$ cat src/rtl/mult_share_pkg.sv
// Shared types and helpers for the multiplier-sharing arbiter.
// Build option: MULT_SELFCHECK_EN (adds a sticky product self-check in the top).
package mult_share_pkg;

  // Widest supported requester count and the index width that covers it.
  localparam int unsigned MaxReq = 4;
  localparam int unsigned IdxW   = 2;

  // Transaction FSM states; encodings are fixed so they can be read off a waveform.
  typedef enum logic [1:0] {
    S_IDLE = 2'd0,
    S_CALC = 2'd1,
    S_RESP = 2'd2
  } state_e;

  // Round-robin pick: first requester at or after ptr (modulo nreq) with its valid set.
  // Scans from the farthest offset to the nearest so the nearest hit wins.
  // Returns ptr when nothing is valid; callers only use the result when |valid.
  function automatic logic [IdxW-1:0] rr_pick(input logic [MaxReq-1:0] valid,
                                              input logic [IdxW-1:0]   ptr,
                                              input int unsigned       nreq);
    logic [IdxW-1:0] pick;
    logic [IdxW-1:0] sel;
    int unsigned     off;
    int unsigned     sum;
    pick = ptr;
    for (int unsigned k = 0; k < MaxReq; k++) begin
      off = MaxReq - 1 - k;
      if (off < nreq) begin
        sum = {30'b0, ptr} + off;
        if (sum >= nreq) begin
          sum = sum - nreq;
        end
        sel = sum[IdxW-1:0];
        if (valid[sel]) begin
          pick = sel;
        end
      end
    end
    return pick;
  endfunction

endpackage

$ cat src/rtl/mult_share_arbiter_mult.sv
// Combinational unsigned W x W multiplier producing the full 2*W-bit product.
module mult_share_arbiter_mult #(
  parameter int unsigned W = 4
) (
  input  logic [W-1:0]   a_i,
  input  logic [W-1:0]   b_i,
  output logic [2*W-1:0] p_o
);

  // Zero-extend both operands first so the product is never truncated.
  assign p_o = {{W{1'b0}}, a_i} * {{W{1'b0}}, b_i};

endmodule

$ cat src/rtl/mult_share_arbiter.sv
// Shares one combinational multiplier between NREQ valid/ready requesters.
// Round-robin grant, one transaction in flight: IDLE -> CALC -> RESP -> IDLE.
// Build option: MULT_SELFCHECK_EN adds a sticky err output that flags any
// cycle where the multiplier disagrees with a behavioural product in CALC.
module mult_share_arbiter
  import mult_share_pkg::*;
#(
  parameter int unsigned NREQ = 2,
  parameter int unsigned W    = 4
) (
  input  logic              CLK,
  input  logic              rst_n,
  input  logic [NREQ-1:0]   req_valid,
  input  logic [NREQ*W-1:0] req_a,
  input  logic [NREQ*W-1:0] req_b,
  output logic [NREQ-1:0]   req_ready,
  output logic [NREQ-1:0]   resp_valid,
  output logic [2*W-1:0]    resp_p,
  input  logic [NREQ-1:0]   resp_ready,
  output logic              busy
`ifdef MULT_SELFCHECK_EN
  ,
  output logic              err
`endif
);

  state_e          state_q, state_d;
  logic [IdxW-1:0] rr_q, rr_d;
  logic [IdxW-1:0] gnt_q, gnt_d;
  logic [W-1:0]    a_q, a_d;
  logic [W-1:0]    b_q, b_d;
  logic [2*W-1:0]  resp_p_q, resp_p_d;
  logic [NREQ-1:0] resp_valid_q, resp_valid_d;

  logic [MaxReq-1:0] valid_ext;
  logic [IdxW-1:0]   pick;
  logic [W-1:0]      pick_a;
  logic [W-1:0]      pick_b;
  logic [2*W-1:0]    p;
  logic              resp_taken;

  assign valid_ext = MaxReq'(req_valid);
  assign pick      = rr_pick(valid_ext, rr_q, NREQ);

  // Only the granted requester's response bit is set in RESP, so masking
  // resp_ready with resp_valid_q ignores every non-granted requester.
  assign resp_taken = |(resp_ready & resp_valid_q);

  // Operand mux for the requester the round-robin pick selects.
  always_comb begin
    pick_a = req_a[W*int'(pick) +: W];
    pick_b = req_b[W*int'(pick) +: W];
  end

  mult_share_arbiter_mult #(
    .W (W)
  ) u_mult (
    .a_i (a_q),
    .b_i (b_q),
    .p_o (p)
  );

  // Next-state, grant and register-load decisions for the transaction FSM.
  always_comb begin
    state_d      = state_q;
    rr_d         = rr_q;
    gnt_d        = gnt_q;
    a_d          = a_q;
    b_d          = b_q;
    resp_p_d     = resp_p_q;
    resp_valid_d = resp_valid_q;
    req_ready    = '0;
    unique case (state_q)
      S_IDLE: begin
        if (|req_valid) begin
          req_ready = NREQ'(1) << pick;
          gnt_d     = pick;
          a_d       = pick_a;
          b_d       = pick_b;
          if (pick == IdxW'(NREQ - 1)) begin
            rr_d = '0;
          end else begin
            rr_d = pick + 1'b1;
          end
          state_d = S_CALC;
        end
      end
      S_CALC: begin
        resp_p_d     = p;
        resp_valid_d = NREQ'(1) << gnt_q;
        state_d      = S_RESP;
      end
      S_RESP: begin
        if (resp_taken) begin
          resp_valid_d = '0;
          state_d      = S_IDLE;
        end
      end
      default: begin
        resp_valid_d = '0;
        state_d      = S_IDLE;
      end
    endcase
  end

  // State, pointer, operand and result registers; reset aborts any transaction.
  always_ff @(posedge CLK or negedge rst_n) begin
    if (!rst_n) begin
      state_q      <= S_IDLE;
      rr_q         <= '0;
      gnt_q        <= '0;
      a_q          <= '0;
      b_q          <= '0;
      resp_p_q     <= '0;
      resp_valid_q <= '0;
    end else begin
      state_q      <= state_d;
      rr_q         <= rr_d;
      gnt_q        <= gnt_d;
      a_q          <= a_d;
      b_q          <= b_d;
      resp_p_q     <= resp_p_d;
      resp_valid_q <= resp_valid_d;
    end
  end

  assign resp_valid = resp_valid_q;
  assign resp_p     = resp_p_q;
  assign busy       = (state_q != S_IDLE);

`ifdef MULT_SELFCHECK_EN
  logic           err_q, err_d;
  logic [2*W-1:0] p_ref;

  assign p_ref = {{W{1'b0}}, a_q} * {{W{1'b0}}, b_q};

  // Sticky flag: set when the shared multiplier disagrees with the reference in CALC.
  always_comb begin
    err_d = err_q;
    if ((state_q == S_CALC) && (p != p_ref)) begin
      err_d = 1'b1;
    end
  end

  // Error register; only reset clears it.
  always_ff @(posedge CLK or negedge rst_n) begin
    if (!rst_n) begin
      err_q <= 1'b0;
    end else begin
      err_q <= err_d;
    end
  end

  assign err = err_q;
`endif

endmodule

$ cat config.mk
export PLATFORM = sky130hd
export DESIGN_NAME = mult_share_arbiter
export DESIGN_NICKNAME = d
export VERILOG_FILES = /design/src/rtl/mult_share_pkg.sv /design/src/rtl/mult_share_arbiter_mult.sv /design/src/rtl/mult_share_arbiter.sv
export SDC_FILE = /design/constraint.sdc
export NUM_CORES = 1
export LEC_CHECK = 0
export ABC_AREA = 1
export BUFFER_PORTS_ARGS = -buffer_cell sky130_fd_sc_hd__buf_2
export CORE_UTILIZATION = 30
export DETAILED_ROUTE_END_ITERATION = 10
export PLACE_DENSITY = 0.57
export SLEW_MARGIN = 20
export SYNTH_ARGS = -nofsm -noshare
export SYNTH_HDL_FRONTEND = slang
export SYNTH_SLANG_ARGS = --single-unit
$ cat constraint.sdc
create_clock -name CLK -period 3.7 [get_ports CLK]
set_clock_uncertainty 0.1 [all_clocks]
set_input_delay 0.185 -clock CLK [delete_from_list [all_inputs] [get_ports CLK]]
set_output_delay 0.185 -clock CLK [all_outputs]
set_load 0.05 [all_outputs]
# == Word level (Yosys, flattened, before mapping) ==
# Cells that the tools add are included.
# totals
register_bits,24
inputBits,22
out_inout_bits,13
wordCells,49
# op_classes
add_sub_neg,4
n_mul,1
n_lt_le_gt_ge,4
n_eq_ne,5
shift,4
mux,15
bitwise,2
reduce_logical,7
# op_table
cell,n
$mux W2,9
$shiftx A8 B5 Y4,2
$pmux W2 S3,2
$mul A4 B4 Y8,1
$lt A2 B3 Y1 const B,2
$reduce_and A2 Y1,3
$bmux W1 S2,2
$eq A2 B1 Y1 const B,2
$ne A2 B2 Y1 const B,2
$reduce_or A2 Y1,2
$shl A1 B2 Y2 const A,2
$sub A2 B2 Y2 const B,2
$add A2 B1 Y3 const B,1
$ge A3 B2 Y1 const B,1
$add A2 B1 Y2 const B,1
$and A2 B2 Y2,1
$eq A2 B2 Y1 const B,1
$ge A2 B2 Y1 const B,1
$logic_not A2 Y1,1
$mux W1,2
$reduce_bool A2 Y1,1
$not A1 Y1,1

# == Logic depth before layout (Yosys ltp) ==
# depth
depth_word,10
depth_mapped,12
mapped_depth_nobuf,12

# == Modules after synthesis ==
# Synthesis repeated with hierarchy kept, for this count alone.
# unflattened
cells_unflattened,218
hier_area_um2,1597.8
# modules_own_cells
mod,n_inst,cells_per_inst,area_per_inst_um2,seq_area_each_um2
mult_share_arbiter,1,148,1129.8,600.6
mult_share_arbiter_mult,1,70,467.9,0.0

# == Worst setup path after synthesis ==
# Ideal clock, no wire load.
# synth_timing
path_kind,register to register
start,reg a_q[0]
end,"reg resp_p_q[6], in the netlist resp_p[6]"
setup_time_ns,0.082
t_arrival_ns,2.413
required_ns,3.518
slack_ns,1.105
stages_incl_launch_ff,12
path_buffers,0
synth_period_minus_slack_ns,2.595
path_cell_list,dfrtp_1 -> nand2_1 -> fa_1 -> inv_1 -> fa_1 -> inv_1 -> fa_1 -> inv_1 -> nand3_1 -> nand2_1 -> nand2_1 -> a31oi_1
# synth_via
elab_chain_cells,1
# synth_lines
element,line,rtl
from (decl),mult_share_arbiter.sv:30,"logic [W-1:0] a_q, a_d;"
from (signal assigned),mult_share_arbiter.sv:112,a_q <= '0;
from (signal assigned),mult_share_arbiter.sv:120,a_q <= a_d;
$mul A4 B4 Y8,mult_share_arbiter_mult.sv:11,"assign p_o = {{W{1'b0}}, a_i} * {{W{1'b0}}, b_i};"
to (signal assigned),mult_share_arbiter.sv:122,resp_p_q <= resp_p_d;
to (decl),mult_share_arbiter.sv:32,"logic [2*W-1:0] resp_p_q, resp_p_d;"
# Every way passes these cells.
# A chain may end at the register's enable or synchronous reset.

# == Worst setup path after layout ==
# Same ends and word-level chain as after synthesis.

==> out/results.ini <==
[sta]
max_freq_mhz=363
hold_viol_final=0
relSlewSlack_pct=64.2
setup_viol=0
final-max-slew-violation-count=0
rsz0062_at_grt=false
min_period_ps=2760
min_period_over_period_pct=74.5
tightestPinTransition_ps=536
fin_ws_ps=942
tns_ps=0

[setup_path]
cp-startpoint=a_q[0]
slowest_stage=fa_1
crit_chain=nand2_1, fa_1, inv_1, fa_1, inv_1, fa_1, inv_1, nand3_1, nand2_1, nand2_1, a31oi_1
arrival_ps=2850
path_class=reg -> reg
crit_path_end_kind=register
crit_fanout=5
cp_num_buf_inv=3
critPathMaxStageDelay_ps=560
startpoint_type=register
timing.rr.start=a_q[0]
critical_path.top_delay_family=adder cells
worstPathRequired_ps=3790

[clock_tree]
cts_made_buffers=3
insertion_delay_ps=270
ctsHtreeMaxLevel=1
clock_path_buffers=2
clkTransAtPathRegs_ps=90
cts_sinks=24
cts_tree=yes
root_buffer=clkbuf_8

[synth]
synth_cell_types=18
synth_seq_area_share_pct=40.5
yosys_warnings=0
syn_avg_cell_area_um2=7.84
synth_fp_nets=227
synthTopCellsByArea=dfrtp_1 41%, nand2_1 18%, ha_1 10%
synthCells=189
ys_seq_elements=24
yosysTopAreaCellShare_pct=40.5
synth_area_um2=1480
synth_top_area_cell=dfrtp_1

[die]
rows=25
dieWidth_um=72.3
start_util_pct=31.2
ioPinCount=35
core_um2=4750
die_y_um=72.3
die_area_um2=5230

[drt]
drtPass1Iterations=4
ant_nets=0
routedWlPerCell_um=9.59
vias=1206
drt_iter0_markers=62
viasPerCell=4.12
finalWirelength_mm=2.81
drc=0

[status]
status=finished, final reports clean

[pwr]
power.share.switching_pct=49.0
pwr-share-clk_pct=15.1
power_frac_comb_pct=54.1
power_density_nw_per_um2=843
p_seq_share_pct=30.8
internal_power_mw=0.775
p_sw_mw=0.744
irDropWorstVdd_v=0.000249
p_leak_nw=1.08

[global_route]
grt_first_pass_wirelength_mm=5.02
antenna_found_initial=0
grt_pass1_vias=1183
grt_max_degree=25
grt_overflow=0
grt_usage_pct=12.2

[placed_design]
portBuffers=34
hpwl_mm=2.21
pre_cts_slack_ps=943
dpl_cell_area_um2=1720
place.gp.congestion=0.760

[finish]
stdcell_area_um2=1800
area_growth_syn_to_layout_pct=21.5
final_cell_mix=70 x nand2_1, 34 x buf_2, 33 x inv_1
layout_commonest_cell=nand2_1
multiInputGateArea_um2=742
drive_above_1_share_pct=20.4
seq_area_um2=601
fill_cells=539
diodes=0
fin_nets=265

[worst_hold_path]
hold_path_class=in -> reg
hold_path_startpoint=req_a[0]

[run]
max_cap_violations=0

-- state kept, by name (all words and copies together), names as in the netlist --
| name | flops |
|---|---|
| gnt_q | 2 |
| rr_q | 2 |
| resp_valid | 2 |
| resp_p | 8 |
| a_q | 4 |
| b_q | 4 |
| state_q | 2 |
-- power groups by stage --
stage                     Combinational, mW  Clock [mW]  Sequential, mW
final                                 0.822       0.229           0.469
after global routing                  0.935       0.250           0.484
after CTS                             0.840       0.237           0.469
after detailed placement              0.826           0           0.473
after global placement                0.829           0           0.468
after floorplan                       0.534           0           0.591
-- worst register-to-register path: stages, from the launching register on --
cell     delay [ps]
dfrtp_1         430
nand2_1         100
fa_1            540
inv_1            60
fa_1            560
inv_1            60
fa_1            420
inv_1            80
nand3_1          80
nand2_1          80
nand2_1          40
a31oi_1         110
-- through the flow --
stage | hold slack (ps) | instances | total power, mW | utilization [%]
finish | 17.2 | 293 | 1.52 | 37.9
CTS | 12.5 | 293 | 1.55 | 37.9
global route | 8.48 | 293 | 1.67 | 37.9
detailed placement | 99.6 | 288 | 1.30 | 36.2
global placement | 98.6 | 288 | 1.30 | 36.2
floorplan | -211 | 189 | 1.12 | -
-- cells in the mapped netlist --
master and n:
o21ai_1 1, nand2_2 2, nand2_1 70, inv_1 33, ha_1 12, a21oi_1 6, buf_6 1, nor2_4 3
buf_2 1, dfrtp_1 24, o21ai_0 8, a31oi_1 1, a21oi_2 1, fa_1 4, o21ai_2 2, nor2_1 6
nand3_1 13, o21a_1 1
-- path summary, 6_finish.rpt --
check,endpoint,slack (ps),cells past startpoint
setup / recovery,resp_p[6],940,11
hold / removal,a_q[0],20,3
setup reg to reg,resp_p[6],940,11
hold reg to reg,resp_valid[0],380,1
max in group asynchronous,resp_p[6],2810,2
min in group asynchronous,rr_q[1],320,2
-- repair_timing --
action	CTS	global route
gates resized for setup	0	0
hold buffers	1	0
buffers inserted	0	0
endpoints found under the hold margin	24	0
-- layer usage --
layer	track usage, %	vias to the layer above	part of all wire, %
li1	-	654	-
met1	16.0	519	53
met2	19.9	28	42
met3	1.67	5	3.5
met4	5.23	0	1.9
met5	0	-	0
-- logic make-up after synthesis --
family	Yosys count	share of synthesized area, %
flops	24	40.5
compound gates	20	7.76
fa+ha+maj	16	15.5
simple gates	94	26.8
buf+inv	35	9.45
-- layout make-up --
type	instances	share of cell area (%)
flip-flops and latches	24	33.3
clock buffers	3	2.29
inverters	33	6.88
well taps	67	4.65
clock inverters	1	1.67
multi-input cells	130	41.2
repair buffers	35	10.0
No activity file was read; power rests on OpenSTA's default activity.
